## config.mk

```make
export PLATFORM = sky130hd
export DESIGN_NAME = sha256_work_regs
export DESIGN_NICKNAME = d
export VERILOG_FILES = /design/src/rtl/sha256_work_regs.sv
export SDC_FILE = /design/constraint.sdc
export NUM_CORES = 2
export LEC_CHECK = 0
export ABC_AREA = 1
export BUFFER_PORTS_ARGS = -buffer_cell sky130_fd_sc_hd__buf_4
export CORE_ASPECT_RATIO = 0.5
export CORE_MARGIN = 10
export CORE_UTILIZATION = 45
export DETAILED_ROUTE_END_ITERATION = 16
export PLACE_DENSITY = 0.66
export SYNTH_ARGS = -nofsm -noshare
export SYNTH_HDL_FRONTEND = slang
export SYNTH_SLANG_ARGS = --single-unit
```

## constraint.sdc

```tcl
create_clock -name clk -period 2.5 [get_ports clk]
set_input_delay 0.375 -clock clk [delete_from_list [all_inputs] [get_ports clk]]
set_output_delay 0.375 -clock clk [all_outputs]
set_load 0.02 [all_outputs]
```

## src/rtl/sha256_work_regs.sv

```systemverilog
// SHA-256 working-variable bank (a..h), saved hash, round counter and final hash add.
// Optional macro SHA_STEP_STALL_EN adds a step_en port that gates round advance.
module sha256_work_regs #(
  parameter int WORD_W = 32,
  parameter int ROUNDS = 64,
  parameter int CNT_W  = 7
) (
  input  logic                  clk,
  input  logic                  rst,
  input  logic                  start,
  input  logic [8*WORD_W-1:0]   h_in,
  input  logic [WORD_W-1:0]     t1,
  input  logic [WORD_W-1:0]     t2,
`ifdef SHA_STEP_STALL_EN
  input  logic                  step_en,
`endif
  output logic                  busy,
  output logic [CNT_W-1:0]      round_idx,
  output logic [8*WORD_W-1:0]   vars_out,
  output logic [8*WORD_W-1:0]   hash_out,
  output logic                  done
);

  typedef enum logic [1:0] {IDLE, RUN, FINAL} state_t;

  state_t                     state_q, state_d;
  // Word 7 is a / H0 (MSB slice), word 0 is h / H7.
  logic [7:0][WORD_W-1:0]     vars_q, vars_d;
  logic [7:0][WORD_W-1:0]     hsave_q, hsave_d;
  logic [7:0][WORD_W-1:0]     hash_q, hash_d;
  logic [CNT_W-1:0]           cnt_q, cnt_d;
  logic                       done_q, done_d;
  logic                       adv;

`ifdef SHA_STEP_STALL_EN
  assign adv = step_en;
`else
  assign adv = 1'b1;
`endif

  always_comb begin
    state_d = state_q;
    vars_d  = vars_q;
    hsave_d = hsave_q;
    hash_d  = hash_q;
    cnt_d   = cnt_q;
    done_d  = 1'b0;
    case (state_q)
      IDLE: begin
        if (start) begin
          vars_d  = h_in;
          hsave_d = h_in;
          cnt_d   = '0;
          state_d = RUN;
        end
      end
      RUN: begin
        if (adv) begin
          for (int i = 0; i < 7; i++) vars_d[i] = vars_q[i+1];
          vars_d[7] = t1 + t2;
          vars_d[3] = vars_q[4] + t1;
          if (cnt_q == CNT_W'(ROUNDS-1)) begin
            cnt_d   = '0;
            state_d = FINAL;
          end else begin
            cnt_d = cnt_q + 1'b1;
          end
        end
      end
      FINAL: begin
        for (int i = 0; i < 8; i++) hash_d[i] = hsave_q[i] + vars_q[i];
        done_d  = 1'b1;
        state_d = IDLE;
      end
      default: state_d = IDLE;
    endcase
  end

  // The hash datapath is clocked on the falling edge; this bank follows it.
  always_ff @(negedge clk) begin
    if (rst) begin
      state_q <= IDLE;
      vars_q  <= '0;
      hsave_q <= '0;
      hash_q  <= '0;
      cnt_q   <= '0;
      done_q  <= 1'b0;
    end else begin
      state_q <= state_d;
      vars_q  <= vars_d;
      hsave_q <= hsave_d;
      hash_q  <= hash_d;
      cnt_q   <= cnt_d;
      done_q  <= done_d;
    end
  end

  assign busy      = (state_q != IDLE);
  assign round_idx = cnt_q;
  assign vars_out  = vars_q;
  assign hash_out  = hash_q;
  assign done      = done_q;

endmodule

```

==> results.sh <==
export IMPL_first_pass_iters=6
export IMPL_grt_pass1_vias=58200
export IMPL_antenna_found_initial=14
export IMPL_setup_viol=545
export IMPL_synth_edf_count=0
export IMPL_pre_cts_slack_ns=-0.957
export IMPL_synthesis_area_um2=47600
export IMPL_slowest_stage="dfxtp_2"
export IMPL_path_delay_family="flip-flops"
export IMPL_hold_buffers=0
export IMPL_synthTopCellsByArea="dfxtp_1, nand2_1, nor2_1"
export IMPL_antenna_left=0
export IMPL_path_buf_inv=2
export IMPL_die_height_um=250
export IMPL_violations="setup timing"
export IMPL_multi_input_area_um2=30200
export IMPL_hp_start="hsave_q[236]$_SDFFE_NP0P_"
export IMPL_cts_buffer_depth=3
export IMPL_synth_seq_cells=778
export IMPL_hpwlAfterDp_um=186000
export IMPL_ys_seq_area_share_pct=32.7
export IMPL_critPathArrivalTime_ns=2.60
export IMPL_synthCells=7268
export IMPL_grt_pass1_wl_um=352000
export IMPL_worstSetupStartpointType="flip-flop"
export IMPL_vdd_drop_max_uv=648
export IMPL_synth_top_area_cell="dfxtp_1"
export IMPL_wire_per_inst_um=22.3
export IMPL_via_per_inst=5.49
export IMPL_worstSetupPathType="flip-flop to primary output"
export IMPL_timing_rr_start="vars_out[180]$_SDFFE_NP0P_"
export IMPL_critPathRequiredTime_ns=2.12
export IMPL_whs_ns=0.456
export IMPL_rsz0062_at_grt="true"
export IMPL_worst_pin_slew_ns=0.866
export IMPL_hp_class="flip-flop to flip-flop"
export IMPL_place_area_um2=60000
export IMPL_via_count=60000
export IMPL_ys_async_sr_fraction_pct=0
export IMPL_core_area_um2=105000
export IMPL_cts_buffers=81
export IMPL_place_gp_congestion=1.02
export IMPL_finalWirelength_um=244000
export IMPL_drt_initial_drc_count=5802
export IMPL_setup_slack_ns=-0.471
export IMPL_drc=0
export IMPL_crit_fanout=2
export IMPL_ys_flop_type="dfxtp_1"
export IMPL_start_util_pct=45.3
export IMPL_maxSlewViolCount=0
export IMPL_path_cells="nor2_4, inv_2, buf_6"
export IMPL_clk_pin_slew_ns=0.03
export IMPL_cts_root_buffer_cell="clkbuf_16"
export IMPL_critPathLaunch="state_q[1]$_SDFFE_NP0P_"
export IMPL_seq_area_um2=16800
export IMPL_drive_gt1_share_pct=28.3
export IMPL_maxCapViolCount=0
export IMPL_port_buffers=843
export IMPL_grt_usage_pct=38.1
export IMPL_outcome="finished, violations left"
export IMPL_die_area_um2=120000
export IMPL_clock_sinks=778
export IMPL_final_cell_area_um2=72100
export IMPL_num_fill_cells=9294
export IMPL_overflow=0
export IMPL_crit_path_end_kind="primary output"
export IMPL_num_rows=84
export IMPL_p_leak_uw=0.0369
export IMPL_htree_num_levels=3
export IMPL_hold_viol=0
export IMPL_maxSlewHeadroom_pct=42.3
export IMPL_power_density_nw_per_um2=608
export IMPL_fp_dieW_um=480
export IMPL_nets=10100
export IMPL_ys_types=48
export IMPL_grt_max_degree=133
export IMPL_syn_num_nets=7912
export IMPL_synth_top_area_share_pct=32.7
export IMPL_area_delta_synth_final_pct=51.5
export IMPL_cts_tree="built"
export IMPL_clkLatencyLatePin_ns=0.74
export IMPL_finClkSkew_ns=0.0439
export IMPL_avgSynthCellArea_um2=6.55
export IMPL_ios=844
export IMPL_yosysWarnings=0
export IMPL_max_stage_delay_ns=0.32
==> cell families after synthesis <==
group	synth area share, %
compound gates	17.2
buf+inv	8.60
simple gates	30.2
fa+ha+maj	8.60
flops	32.7
xor+xnor	2.65
==> metrics by stage <==
step / util (%) / power [uW] / setup TNS, ns / instances
5_1_grt: 68.6 / 46100 / -176.35 / 10900
2_1_floorplan: - / 20900 / -21.37 / 7268
3_3_place_gp: 57.2 / 25600 / -170.85 / 9760
6_report: 68.6 / 43800 / -160.69 / 10900
4_1_cts: 67.2 / 43200 / -168.20 / 10900
3_5_place_dp: 57.2 / 25600 / -175.08 / 9760
==> registers in the layout (all words and copies together), names as in the netlist <==
signal,count
hash_out,256
state_q,2
done,1
vars_out,256
round_idx,7
hsave_q,256
==> report_power, final <==
group	internal, uW	leakage (uW)	total, uW	switching (uW)
Combinational	4610	0.0246	11200	6620
Sequential	13200	0.00666	13900	709
Clock	8960	0.00558	18700	9760
Total	26800	0.0369	43800	17100
==> path summary, 6_finish.rpt <==
| check | end | slack (ns) | cells after the start |
|---|---|---|---|
| hold / removal | hsave_q[236]$_SDFFE_NP0P_ | 0.46 | 2 |
| hold reg to reg | hsave_q[236]$_SDFFE_NP0P_ | 0.46 | 2 |
| setup reg to reg | hash_out[191]$_SDFFE_NP0P_ | 0.04 | 13 |
| setup / recovery | busy | -0.47 | 3 |
==> synth_stat cells (5+ instances only) <==
master / instances
a211oi_2: 30
a211oi_1: 36
buf_1: 15
a21o_1: 15
o211ai_1: 11
inv_1: 773
o21bai_1: 27
o21a_1: 71
nor3_1: 165
nor4_1: 8
and2_1: 10
fa_1: 10
nand2_1: 1820
a21oi_1: 568
or2_1: 5
nand2_2: 6
nand2b_2: 6
nor3_2: 5
o21ai_0: 480
xnor2_1: 66
nor2_2: 15
buf_2: 110
xor2_1: 78
o21ai_1: 17
buf_4: 6
nor2_1: 1052
o31ai_1: 48
a31oi_1: 115
nand3_1: 386
ha_1: 311
o221ai_1: 9
dfxtp_1: 778
clkbuf_1: 128
nand3b_1: 24
nand4_1: 35
==> worst reg2reg max path, stage by stage (launching register included) <==
cell,delay [ns]
dfxtp_4,0.36
buf_4,0.16
ha_1,0.40
a21oi_2,0.22
o21ai_0,0.18
a21oi_2,0.22
nor2_1,0.06
nor2_1,0.25
buf_4,0.22
nand2_1,0.06
nand2_1,0.06
nand3_1,0.06
nand2_1,0.06
inv_1,0.03
==> cell usage in the layout, fill, tap and decap left out, types with 14 or more instances in the layout <==
cell type,netlist,layout
nand4_1,35,35
buf_6,4,549
inv_4,0,14
a211oi_1,36,36
a21oi_1,568,511
o21a_1,71,71
o21bai_1,27,24
dfxtp_2,0,307
nor3_1,165,157
ha_4,0,60
nand3b_1,24,24
xor2_1,78,72
inv_2,4,14
nand2_2,6,107
nand3_2,0,35
a31oi_1,115,115
a211oi_2,30,30
xnor2_1,66,66
dfxtp_1,778,256
ha_1,311,243
nand3_1,386,342
dfxtp_4,0,215
buf_12,0,63
a21oi_2,3,51
nor2_2,15,27
clkbuf_16,0,83
buf_4,6,957
o21ai_1,17,38
a21o_1,15,15
inv_1,773,1557
nand2_4,0,34
o21ai_0,480,453
o31ai_1,48,48
nor2_4,1,24
nor2_1,1052,1017
nand2_1,1820,1684
==> metal layers <==
layer  up-vias  part of all wire, %  GRT usage (%)
li1      28200                    -              -
met1     28200                   40           46.6
met2      2963                   45           59.9
met3       645                  8.5           9.82
met4         4                  6.3           22.7
met5         -               0.0086              0
==> layout make-up <==
class	count	area share, %
antenna	11	0.0382
tap	1419	2.46
clock inverter	847	5.03
clock buffer	83	2.88
sequential	778	23.3
timing repair buffer	1571	20.3
multi-input combinational	5450	41.9
inverter	776	4.06
==> timing repair <==
action / 4_1_cts / 5_1_grt
pin swaps: 26 / 149
resized for setup: 1295 / 311
cloned: 0 / 0
endpoints found under the setup margin: 560 / 616
setup buffers: 205 / 33
Power figures use the tool's default switching activity.
